## config.mk

```make
export PLATFORM = sky130hd
export DESIGN_NAME = hc_sr04_scanner
export DESIGN_NICKNAME = d
export VERILOG_FILES = /design/src/rtl/hc_sr04_scanner.sv
export SDC_FILE = /design/constraint.sdc
export NUM_CORES = 1
export LEC_CHECK = 0
export CAP_MARGIN = 20
export CORE_MARGIN = 5
export CORE_UTILIZATION = 40
export DETAILED_ROUTE_END_ITERATION = 10
export PLACE_DENSITY = 0.55
export SYNTH_ARGS = -nofsm -noshare
export SYNTH_HDL_FRONTEND = slang
export SYNTH_SLANG_ARGS = --single-unit
```

## constraint.sdc

```tcl
create_clock -name clk -period 7.69 [get_ports clk]
set_clock_uncertainty 0.1 [all_clocks]
set_input_delay 0.769 -clock clk [delete_from_list [all_inputs] [get_ports clk]]
set_output_delay 0.769 -clock clk [all_outputs]
set_load 0.02 [all_outputs]
```

## src/rtl/hc_sr04_scanner.sv

```systemverilog
`default_nettype none
// +--------------------------------------------------------------------------+
// | Module   : hc_sr04_scanner                                               |
// | Purpose  : Round-robin multi-channel HC-SR04 ultrasonic ranger with a    |
// |            built-in microsecond/centimetre timebase. One sensor is       |
// |            pinged at a time. Each echo pulse width is converted to cm,   |
// |            with timeout, saturation and a one-cycle result strobe.       |
// | Ports    : clk        - system clock, rising edge                         |
// |            rst        - synchronous reset, active-high                    |
// |            en_i       - 1 = keep scanning, 0 = park after current ping    |
// |            echo_i     - asynchronous echo pins, one per sensor            |
// |            trigger_o  - trigger pins, at most one bit high               |
// |            range_o    - last result per channel (cm), ch k at k*RW       |
// |            timeout_o  - 1 = last ping of that channel timed out          |
// |            valid_o    - one-cycle strobe, a new result was written       |
// |            valid_ch_o - channel of the result while valid_o=1            |
// | Revision : 1.0 - initial release                                         |
// +--------------------------------------------------------------------------+
module hc_sr04_scanner #(
  parameter int CLK_HZ      = 50000000,
  parameter int CHANNELS    = 2,
  parameter int RANGE_WIDTH = 16,
  parameter int TRIG_US     = 10,
  parameter int US_PER_CM   = 58,
  parameter int TIMEOUT_US  = 30000,
  parameter int GAP_US      = 60000,
  parameter int CH_W        = (CHANNELS > 1) ? $clog2(CHANNELS) : 1
) (
  input  logic                            clk,
  input  logic                            rst,
  input  logic                            en_i,
  input  logic [CHANNELS-1:0]             echo_i,
  output logic [CHANNELS-1:0]             trigger_o,
  output logic [CHANNELS*RANGE_WIDTH-1:0] range_o,
  output logic [CHANNELS-1:0]             timeout_o,
  output logic                            valid_o,
  output logic [CH_W-1:0]                 valid_ch_o
);

  localparam int c_div    = CLK_HZ / 1000000;
  localparam int c_pw     = (c_div > 1) ? $clog2(c_div) : 1;
  localparam int c_us_max = (TIMEOUT_US > GAP_US) ?
                            ((TIMEOUT_US > TRIG_US) ? TIMEOUT_US : TRIG_US) :
                            ((GAP_US > TRIG_US) ? GAP_US : TRIG_US);
  localparam int c_uw     = $clog2(c_us_max + 1);
  localparam int c_sw     = (US_PER_CM > 1) ? $clog2(US_PER_CM) : 1;

  localparam logic [c_pw-1:0]        c_presc_last = c_pw'(c_div - 1);
  localparam logic [c_uw-1:0]        c_trig_last  = c_uw'(TRIG_US - 1);
  localparam logic [c_uw-1:0]        c_tout_last  = c_uw'(TIMEOUT_US - 1);
  localparam logic [c_uw-1:0]        c_gap_last   = c_uw'(GAP_US - 1);
  localparam logic [c_sw-1:0]        c_sub_last   = c_sw'(US_PER_CM - 1);
  localparam logic [CH_W-1:0]        c_ch_last    = CH_W'(CHANNELS - 1);
  localparam logic [RANGE_WIDTH-1:0] c_rng_max    = '1;

  localparam logic [2:0] c_st_idle = 3'd0;
  localparam logic [2:0] c_st_trig = 3'd1;
  localparam logic [2:0] c_st_wait = 3'd2;
  localparam logic [2:0] c_st_meas = 3'd3;
  localparam logic [2:0] c_st_done = 3'd4;
  localparam logic [2:0] c_st_tout = 3'd5;
  localparam logic [2:0] c_st_gap  = 3'd6;

  logic [2:0]                      state_q, state_d;
  logic [CH_W-1:0]                 ch_q, ch_d;
  logic [c_pw-1:0]                 presc_q, presc_d;
  logic [c_uw-1:0]                 us_q, us_d;
  logic [c_uw-1:0]                 tot_q, tot_d;
  logic [c_sw-1:0]                 sub_q, sub_d;
  logic [RANGE_WIDTH-1:0]          cm_q, cm_d;
  logic [CHANNELS-1:0]             sync1_q, echo_s_q, echo_p_q;
  logic [CHANNELS-1:0]             trigger_q, trigger_d;
  logic [CHANNELS*RANGE_WIDTH-1:0] range_q;
  logic [CHANNELS-1:0]             timeout_q;
  logic                            valid_q;
  logic [CH_W-1:0]                 valid_ch_q;

  logic sel_s, sel_p, rise, fall, us_tick, xfer, result;

  // Only the channel currently being pinged is looked at.
  always_comb begin
    sel_s = 1'b0;
    sel_p = 1'b0;
    for (int k = 0; k < CHANNELS; k++) begin
      if (ch_q == CH_W'(k)) begin
        sel_s = echo_s_q[k];
        sel_p = echo_p_q[k];
      end
    end
  end

  assign rise    = sel_s & ~sel_p;
  assign fall    = ~sel_s & sel_p;
  assign us_tick = (presc_q == c_presc_last);

  always_comb begin
    state_d = state_q;
    ch_d    = ch_q;
    case (state_q)
      c_st_idle: if (en_i) state_d = c_st_trig;
      c_st_trig: if (us_tick && us_q == c_trig_last) state_d = c_st_wait;
      // tot_q spans WAIT_RISE and MEASURE so the timeout covers the whole echo.
      c_st_wait: begin
        if (rise)                                  state_d = c_st_meas;
        else if (us_tick && tot_q == c_tout_last)  state_d = c_st_tout;
      end
      c_st_meas: begin
        if (fall)                                  state_d = c_st_done;
        else if (us_tick && tot_q == c_tout_last)  state_d = c_st_tout;
      end
      c_st_done,
      c_st_tout: state_d = c_st_gap;
      c_st_gap: begin
        if (us_tick && us_q == c_gap_last) begin
          state_d = c_st_idle;
          ch_d    = (ch_q == c_ch_last) ? '0 : ch_q + 1'b1;
        end
      end
      default:   state_d = c_st_idle;
    endcase
  end

  // Timebase restarts on every transition so each timed state is N*DIV cycles.
  assign xfer = (state_d != state_q);

  always_comb begin
    presc_d = (xfer || us_tick) ? '0 : presc_q + 1'b1;
    us_d    = xfer ? '0 : (us_tick ? us_q + 1'b1 : us_q);
    tot_d   = '0;
    if (state_q == c_st_wait || state_q == c_st_meas)
      tot_d = us_tick ? tot_q + 1'b1 : tot_q;

    sub_d = sub_q;
    cm_d  = cm_q;
    // The tick landing on the falling-edge cycle still counts toward cm.
    if (state_q == c_st_meas && us_tick) begin
      if (sub_q == c_sub_last) begin
        sub_d = '0;
        cm_d  = (cm_q == c_rng_max) ? cm_q : cm_q + 1'b1;
      end else begin
        sub_d = sub_q + 1'b1;
      end
    end
    if (xfer)                sub_d = '0;
    if (state_q == c_st_wait) cm_d = '0;

    for (int k = 0; k < CHANNELS; k++)
      trigger_d[k] = (state_d == c_st_trig) && (ch_d == CH_W'(k));
  end

  assign result = (state_d == c_st_done) || (state_d == c_st_tout);

  always_ff @(posedge clk) begin
    if (rst) begin
      state_q    <= c_st_idle;
      ch_q       <= '0;
      presc_q    <= '0;
      us_q       <= '0;
      tot_q      <= '0;
      sub_q      <= '0;
      cm_q       <= '0;
      sync1_q    <= '0;
      echo_s_q   <= '0;
      echo_p_q   <= '0;
      trigger_q  <= '0;
      range_q    <= '0;
      timeout_q  <= '0;
      valid_q    <= 1'b0;
      valid_ch_q <= '0;
    end else begin
      state_q   <= state_d;
      ch_q      <= ch_d;
      presc_q   <= presc_d;
      us_q      <= us_d;
      tot_q     <= tot_d;
      sub_q     <= sub_d;
      cm_q      <= cm_d;
      sync1_q   <= echo_i;
      echo_s_q  <= sync1_q;
      echo_p_q  <= echo_s_q;
      trigger_q <= trigger_d;
      valid_q   <= result;
      if (result) begin
        valid_ch_q <= ch_q;
        for (int k = 0; k < CHANNELS; k++) begin
          if (ch_q == CH_W'(k)) begin
            range_q[k*RANGE_WIDTH +: RANGE_WIDTH] <= (state_d == c_st_tout) ? c_rng_max : cm_d;
            timeout_q[k] <= (state_d == c_st_tout);
          end
        end
      end
    end
  end

  assign trigger_o  = trigger_q;
  assign range_o    = range_q;
  assign timeout_o  = timeout_q;
  assign valid_o    = valid_q;
  assign valid_ch_o = valid_ch_q;

endmodule
`default_nettype wire
```

# [Yosys cells after proc, flatten, opt, wreduce, memory -nomap -nowiden]
# Index checks and enable logic that the tools add are counted.
[totals] regBits=108 ram_bits=0 n_memories=0 mem_bits_ro=0 word_cells=80 latch_bits=0 input_bits=5
[classes] n_eq_ne=16 add_sub_neg=6 magnitude_cmp=0 n_shift=0 n_div=0 mux=18 bitwise_logic=7 multipliers=0 n_reduce_logical=16
[ops] cell="two-way mux 16 bit" n=5
[ops] cell="adder 16 x 1 -> 16 bit (second input constant)" n=3
[ops] cell="equality test 16 bit (second input constant)" n=2
[ops] cell="two-way mux 3 bit" n=6
[ops] cell="one-hot mux 3 bit (6 select lines)" n=1
[ops] cell="equality test 16 x 15 -> 1 bit (second input constant)" n=1
[ops] cell="equality test 16 x 4 -> 1 bit (second input constant)" n=1
[ops] cell="equality test 3 bit (second input constant)" n=5
[ops] cell="adder 6 x 1 -> 6 bit (second input constant)" n=2
[ops] cell="equality test 6 bit (second input constant)" n=2
[ops] cell="OR reduction 2 bit" n=4
[ops] cell="equality test 3 x 1 -> 1 bit (second input constant)" n=2
[ops] cell="equality test 3 x 2 -> 1 bit (second input constant)" n=2
[ops] cell="logical AND 1 bit" n=6
[ops] cell="two-way mux 6 bit" n=1
[ops] cell="two-way mux 1 bit" n=5
[ops] cell="inverter 1 bit" n=5
[ops] cell="AND reduction 2 bit" n=2
[ops] cell="zero test 3 bit" n=1
[ops] cell="logical OR 1 bit" n=3
[ops] cell="inequality test 3 bit" n=1
[ops] cell="bitwise AND 1 bit" n=2
[ops] cell="adder 1 bit (second input constant)" n=1

# [Longest topological paths before layout]
# Gate-level depths: netlist of run 1.
[depth] ltp_word=8 depth_mapped=9 ltp_nobuf=8

# [Least setup slack after synthesis of run 1]
# OpenSTA, ideal clock, no wires.
[synth_timing] path_type="register to register" startpoint="register cm_q[0]" endpoint="register range_q[1] (netlist: range_o[1])" path_slack_ns=5.219 t_arrival_ns=2.254 path_buffers=2 period_less_slack_ns=2.471 stages_incl_launch_ff=10 setup_time_ns=0.117 path_cell_list="dfxtp_1 > ha_1 > nand4_2 > or4_1 > buf_2 > o211ai_4 > buf_6 > mux2i_1 > o21bai_1 > a22o_1"
[synth_between] elab_chain_cells=6 word_cells_on_any_way=7 classes_between="add/sub (1); eq/ne (1); mux (5)"
[synth_rtl] element="start: declaration" line_no="70" source="logic [RANGE_WIDTH-1:0] cm_q, cm_d;"
[synth_rtl] element="start signal: assignment" line_no="177" source="cm_q <= cm_d;"
[synth_rtl] element="adder 16 x 1 -> 16 bit or equality test 16 bit (tied branches)" line_no="139" source="cm_d = (cm_q == c_rng_max) ? cm_q : cm_q + 1'b1;"
[synth_rtl] element="two-way mux 16 bit (*)" line_no="139"
[synth_rtl] element="two-way mux 16 bit (*)" line_no="137" source="if (sub_q == c_sub_last) begin"
[synth_rtl] element="two-way mux 16 bit (*)" line_no="136" source="if (state_q == c_st_meas && us_tick) begin"
[synth_rtl] element="two-way mux 16 bit (*)" line_no="145" source="if (state_q == c_st_wait) cm_d = '0;"
[synth_rtl] element="two-way mux 16 bit (*)" line_no="187" source="range_q[k*RANGE_WIDTH +: RANGE_WIDTH] <= (state_d == c_st_tout) ? c_rng_max : cm_d;"
[synth_rtl] element="end signal: indexed assignment" line_no="187"
[synth_rtl] element="end: declaration" line_no="73" source="logic [CHANNELS*RANGE_WIDTH-1:0] range_q;"
# Mark *: on every way between the ends. The rest lies on a longest branch, timed or not.
# A chain may end at the register's enable or synchronous reset.

# [Final worst setup path of run 1]
[layout_timing] startpoint="register presc_q[0]" endpoint="register range_q[1] (netlist: range_o[1])"
[layout_between] elab_chain_cells=8 word_cells_on_any_way=18 classes_between="eq/ne (3); mux (9); reduce/logical (6)"
[layout_rtl] element="start: declaration" line_no="66" source="logic [c_pw-1:0] presc_q, presc_d;"
[layout_rtl] element="start signal: assignment" line_no="173" source="presc_q <= presc_d;"
[layout_rtl] element="equality test 6 bit (*)" line_no="94" source="assign us_tick = (presc_q == c_presc_last);"
[layout_rtl] element="logical AND 1 bit" line_no="105, 109"
[layout_rtl] element="two-way mux 3 bit" line_no="105, 109"
[layout_rtl] element="two-way mux 3 bit, on equally long branches" line_no="108, 104"
[layout_rtl] element="one-hot mux 3 bit (6 select lines)" line_no="99" source="case (state_q)"
[layout_rtl] element="equality test 3 bit, on equally long branches" line_no="151, 187"
[layout_rtl] element="logical OR 1 bit" line_no="151" source="assign result = (state_d == c_st_done) || (state_d == c_st_tout);"
[layout_rtl] element="AND reduction 2 bit (no line)"
# Marks and branches as above.

==> impl_metrics.tcl, run 1 <==
set metrics [dict create \
    overflow 0 \
    start_kind "register" \
    insertion_delay_ps 360 \
    dp_hpwl_um 8086 \
    synth_area_sq_um 5004 \
    synth-main-ff-cell "dfxtp_1" \
    place_area_sq_um 5514 \
    cpPeakStageDelay_ps 580 \
    cts_buffers 9 \
    rows 40 \
    pin_count 43 \
    fin_setup_tns_ps 0 \
    holdCritPathClass "reg -> reg" \
    yosysTopAreaCell "dfxtp_1" \
    die_w_um 121.8 \
    worstPathRequired_ps 7840 \
    grt_pass1_vias 3975 \
    final_layout_size_suffix_gt1_share_pct 6.838 \
    first_pass_iters 4 \
    setup_viol 0 \
    via_count 4097 \
    synthTopCellsByArea "dfxtp_1 (43%), xnor2_1 (4.4%), nor3_1 (3.8%)" \
    diodes 0 \
    routed_wl_um 11720 \
    cts_setup_buffers 0 \
    arrival_ps 3490 \
    min_period_ps 3335 \
    ctsHtreeMaxLevel 3 \
    grt_use_met3_pct 5.014 \
    grt_use_met2_pct 26.97 \
    root_buffer "clkbuf_16" \
    grtUsageTotal_pct 16.39 \
    yosys_warnings 0 \
    ys_ff_latch 108 \
    synthArstFlopShare_pct 0 \
    portBuffers 42 \
    final_nets 593 \
    num-fill-cells 1161 \
    die_y_um 121.8 \
    final_max_slew_viol_count 0 \
    clk_pin_slew_worst_paths_ps 70 \
    drtIter0Drc 260 \
    dieArea_sq_um 14850 \
    grt_antenna_before_repair 0 \
    max_freq_mhz 299.9 \
    cts_tree "done" \
    gp_congestion 0.8127 \
    drt-vias-per-instance 5.441 \
    synth_top_area_share_pct 43.21 \
    syn-instance-count 554 \
    ant_nets 0 \
    hold_viol 0 \
    core_area_sq_um 12160 \
    worstMarginPinSlew_ps 811.4 \
    fin_crit_sh_pct 43.36 \
    path_cells "ha_1, and4_1, nand2_2, or4_4, a21oi_4, buf_4, a21oi_2, a22o_1" \
    cts_max_path_buffers 2 \
    ys_seq_area_share_pct 43.21 \
    p_leak_nw 1.854 \
    postCtsResizedCells 0 \
    pwr-share-clk_pct 42.7 \
    vdd_ir_drop_max_v 0.0001235 \
    drv_cap 0 \
    synth.distinct_cells 67 \
    synth_edf_count 0 \
    end_kind "register" \
    power_frac_seq_pct 53.3 \
    p_sw_uw 258.9 \
    swShare_pct 24.42 \
    intPower_uw 801.1 \
    drc 0 \
    worstPathMaxFanout 61 \
    power_density_nw_per_um2 182.0 \
    slew_headroom_pct 45.71 \
    crit_type "reg -> reg" \
    start_util_pct 41.14 \
    slowest_stage "or4_4" \
    cts.sinks 108 \
    rsz0062_at_grt "no" \
    avgSynthCellArea_sq_um 9.032 \
    status "completed" \
    hold_buffers 0 \
    grt_pass1_wl_um 19550 \
    drt-wirelength-per-cell_um 15.56 \
    fin_area_sq_um 5826 \
    grt_start_max_net_pins 62 \
    area_growth_pct 16.43 \
    finalPower_mw 1.060 \
    met1_usage_pct 20.34 \
    synth_nets 567 \
    grt.busiest_layer "met2" \
    p_comb_share_pct 4.1 \
    fin_util_pct 47.90 \
]
==> cells by family (layout without fill, tap and decap cells) <==
family	count (synthesis)	in the layout	synth area share, %
AND/OR/NAND/NOR	236	236	25.63
buffers and inverters	41	72	3.676
flip-flops	108	108	43.21
XOR/XNOR	44	44	7.702
multiplexers	4	4	0.8502
adder cells (fa/ha/maj)	8	8	2.001
AO/OA/AOI/OAI	113	113	16.93
==> worst max-delay path: cells and delay by family, from the launching register on <==
kind            cells  cell delay [ps]
compound gates      3              810
fa+ha+maj           1              350
buf+inv             1              540
flops               1              380
simple gates        3             1040
==> cell usage after synthesis (all sizes together) (16+ instances only) <==
| cell type | number |
|---|---|
| nor2 | 49 |
| nand4 | 16 |
| nor4 | 17 |
| nand2 | 36 |
| clkbuf | 20 |
| xnor2 | 25 |
| a21oi | 38 |
| o2bb2ai | 16 |
| dfxtp | 108 |
| nor3 | 39 |
| nand3 | 18 |
| xor2 | 19 |
==> state kept, by name, indices dropped and copies added (netlist names), 3 cells and up <==
register and count:
sub_q 6, range_o 32, state_q 3, tot_q 16, us_q 16, cm_q 16
presc_q 6
==> power by group through the flow <==
| stage | registers (mW) | clock network, mW | logic, mW |
|---|---|---|---|
| floorplan | 0.577 | 0 | 0.0290 |
| global placement | 0.578 | 0 | 0.0436 |
| finish | 0.565 | 0.453 | 0.0430 |
| global route | 0.565 | 0.488 | 0.0479 |
| CTS | 0.565 | 0.465 | 0.0438 |
| detailed placement | 0.578 | 0 | 0.0436 |
==> stage by stage <==
step	cells	hold WS, ps	setup slack, ps
final	753	348.1	4355
after global routing	753	380.9	4166
after CTS	752	351.1	4199
after detailed placement	736	337.1	4207
after global placement	736	320.9	4283
after floorplan	554	313.8	5219
==> layout by cell type (no fill, tap or decap), types with 4 or more instances in the layout <==
cell and instances:
a211oi_1 7, a21oi_1 36, a311oi_1 15, and2_1 6, and3_1 9, and4_1 4
buf_4 4, clkbuf_16 9, clkdlybuf4s50_1 42, dfxtp_1 108, ha_1 8, inv_1 9
nand2_1 35, nand2b_1 5, nand3_1 16, nand4_1 14, nor2_1 49, nor2b_1 15
nor3_1 38, nor4_1 17, o211a_1 5, o21ai_0 7, o2bb2ai_1 16, or3_1 5
xnor2_1 25, xor2_1 19
==> path summary, 6_finish.rpt <==
path                            startpoint     endpoint  slack, ps  cells past startpoint
worst max-delay path            presc_q[0]   range_o[1]       4360                      8
worst min-delay path            sync1_q[1]  echo_s_q[1]        350                      1
worst max register to register  presc_q[0]   range_o[1]       4360                      8
worst min register to register  sync1_q[1]  echo_s_q[1]        350                      1
==> layout make-up <==
class                           count  area, sq um  area share (%)
Tap cell                          168        210.2           3.608
Sequential cell                   108         2162           37.11
Multi-Input combinational cell    405         2658           45.62
Clock inverter                      7        58.81           1.009
Timing Repair Buffer               47        478.0           8.204
Clock buffer                        9        225.2           3.866
Inverter                            9        33.78          0.5799
==> per-layer routing <==
metal / part of all wire (%) / vias to the layer above
li1: - / 2082
met2: 47 / 70
met4: 2.2 / 0
met3: 4.0 / 22
met1: 47 / 1923
met5: 0 / -
Power figures use the tool's default switching activity.
==> inputs of run 2 (changes only) <==
PLACE_DENSITY = 0.57   (was 0.55)
clock period = 2.7 ns   (was 7.69 ns; I/O delays follow)
==> run 2 against run 1 <==
  * Cell count increased by 2.7%
  * Largest power group unchanged
  * Critical path depth decreased by 1
  * Global-route usage is 0.58 points higher
  * Flip-flop and latch count unchanged
  * Non-clock buffer count is 20 higher
  * First-iteration DRC count shrank 32%
  * Hold slack worse by 7.8 ps
  * Wire length grew 4.0%
  * Final area is 3.6% higher
  * Register-to-register slack got worse by 4200 ps
  * Fmax up 33%
==> impl_metrics.tcl, run 2 (same netlist as run 1, synthesis figures left out) <==
set metrics [dict create \
    r2r_start "presc_q[2]" \
    final_common_cell "dfxtp_1" \
    grt_antenna_before_repair 0 \
    core_area_sq_um 12160 \
    final_layout_size_suffix_gt1_share_pct 10.41 \
    max_freq_mhz 397.7 \
    multiInputGateArea_sq_um 2684 \
    insertion_delay_ps 350 \
    swShare_pct 22.31 \
    dieArea_sq_um 14850 \
    regArea_sq_um 2162 \
    clk_pin_slew_worst_paths_ps 70 \
    slowest_stage "and4bb_4" \
    holdCritPathClass "reg -> reg" \
    path_cells "and4bb_4, nand4_4, o311ai_2, a21boi_4, o221ai_2, buf_12, a2111oi_1" \
    end_kind "register" \
    cts_max_path_buffers 2 \
    worstMarginPinSlew_ps 596.6 \
    grtUsageTotal_pct 16.97 \
    final_max_slew_viol_count 0 \
    ant_nets 0 \
    drt-vias-per-instance 5.395 \
    routed_wl_um 12190 \
    grt_start_max_net_pins 34 \
    power_frac_seq_pct 52.0 \
    largest_register_ffs 32 \
    cts_setup_buffers 0 \
    portBuffers 42 \
    hp-start "sync1_q[0]" \
    arrival_ps 2660 \
    finalPower_mw 3.090 \
    crit_type "reg -> reg" \
    root_buffer "clkbuf_16" \
    fin_crit_sh_pct 93.13 \
    diodes 0 \
    hold_viol 0 \
    cts_tree "done" \
    p_sw_uw 689.5 \
    final_cell_mix "dfxtp_1 (108), nor2_1 (49), clkdlybuf4s50_1 (42), nor3_1 (38), a21oi_1 (36)" \
    drt-wirelength-per-cell_um 15.77 \
    vdd_ir_drop_max_v 0.0003619 \
    hold-worst-slack_ps 340.2 \
    grt_pass1_vias 4038 \
    drtIter0Drc 178 \
    slew_headroom_pct 60.13 \
    final_nets 613 \
    drc 0 \
    drv_cap 0 \
    fin_area_sq_um 6037 \
    setup_viol 0 \
    cpPeakStageDelay_ps 430 \
    place_area_sq_um 5709 \
    hold_buffers 0 \
    cts.sinks 108 \
    rows 40 \
    start_kind "register" \
    p_leak_nw 1.977 \
    pin_count 43 \
    min_period_ps 2515 \
    rsz0062_at_grt "no" \
    overflow 0 \
    area_growth_pct 20.66 \
    worstPathRequired_ps 2840 \
    start_util_pct 41.14 \
    grt_pass1_wl_um 20270 \
    die_w_um 121.8 \
    path_buf_inv 1 \
    status "completed" \
    gp_congestion 0.8524 \
    startpoint "presc_q[2]" \
    die_y_um 121.8 \
    cts_buffers 9 \
    pwr-share-clk_pct 43.4 \
    worstPathMaxFanout 28 \
    via_count 4170 \
    num-fill-cells 1161 \
    dp_hpwl_um 8590 \
    first_pass_iters 4 \
    path_delay_family "compound AO/OA/AOI/OAI gates" \
    power_density_nw_per_um2 511.9 \
    p_comb_share_pct 4.6 \
    intPower_mw 2.401 \
    ctsHtreeMaxLevel 3 \
]
[run 2: path summary, 6_finish.rpt]
path	to	slack, ps	cells past startpoint
setup / recovery	us_q[1]	190	7
hold / removal	echo_s_q[0]	340	1
setup reg to reg	us_q[1]	190	7
hold reg to reg	echo_s_q[0]	340	1
[run 2: timing repair]
item                                    in CTS  in global routing
pin swaps                                    0                  2
endpoints found under the setup margin       2                 16
gates resized for setup                      1                  5
[run 2: worst reg2reg max path, stage by stage, from the launching register on]
cell	delay, ps
dfxtp_1	340
and4bb_4	430
nand4_4	180
o311ai_2	410
a21boi_4	300
o221ai_2	150
buf_12	190
a2111oi_1	310
[run 2: cell type report]
class                      count  share of cell area (%)
clock buffer                  11                   4.021
clock inverter                 5                  0.9741
inverter                       9                  0.5596
multi-input combinational    405                   44.46
sequential                   108                   35.81
tap                          168                   3.482
timing repair buffer          67                   10.69
[run 2: per-layer routing]
layer	global-route usage, %	routed length, um	vias to the layer above
met5	0	0	-
met4	5.252	159	0
met3	4.503	558	13
met1	21.15	5440	1952
li1	-	-	2128
met2	28.66	6032	77
[run 2: through the flow]
step / setup WS (ps) / TNS (ps) / utilization, % / std cells
2_1_floorplan: 228.9 / 0 / - / 554
3_3_place_gp: 62.30 / 0 / 46.94 / 757
3_5_place_dp: 4.003 / 0 / 46.94 / 757
4_1_cts: -0.2762 / -0.2762 / 49.42 / 773
5_1_grt: 1.873 / 0 / 49.64 / 773
6_report: 185.4 / 0 / 49.64 / 773
[run 2: power by group through the flow]
stage	sequential [mW]	combinational [mW]	clock (mW)
5_1_grt	1.61	0.157	1.43
4_1_cts	1.61	0.142	1.38
3_3_place_gp	1.65	0.142	0
6_report	1.61	0.142	1.34
3_5_place_dp	1.65	0.141	0
2_1_floorplan	1.64	0.0825	0
==> inputs of run 3 (changes only) <==
SLEW_MARGIN = 20   (was default)
==> results of run 3 <==
Same layout as run 2: the final DEF is identical, and so are final timing and power.
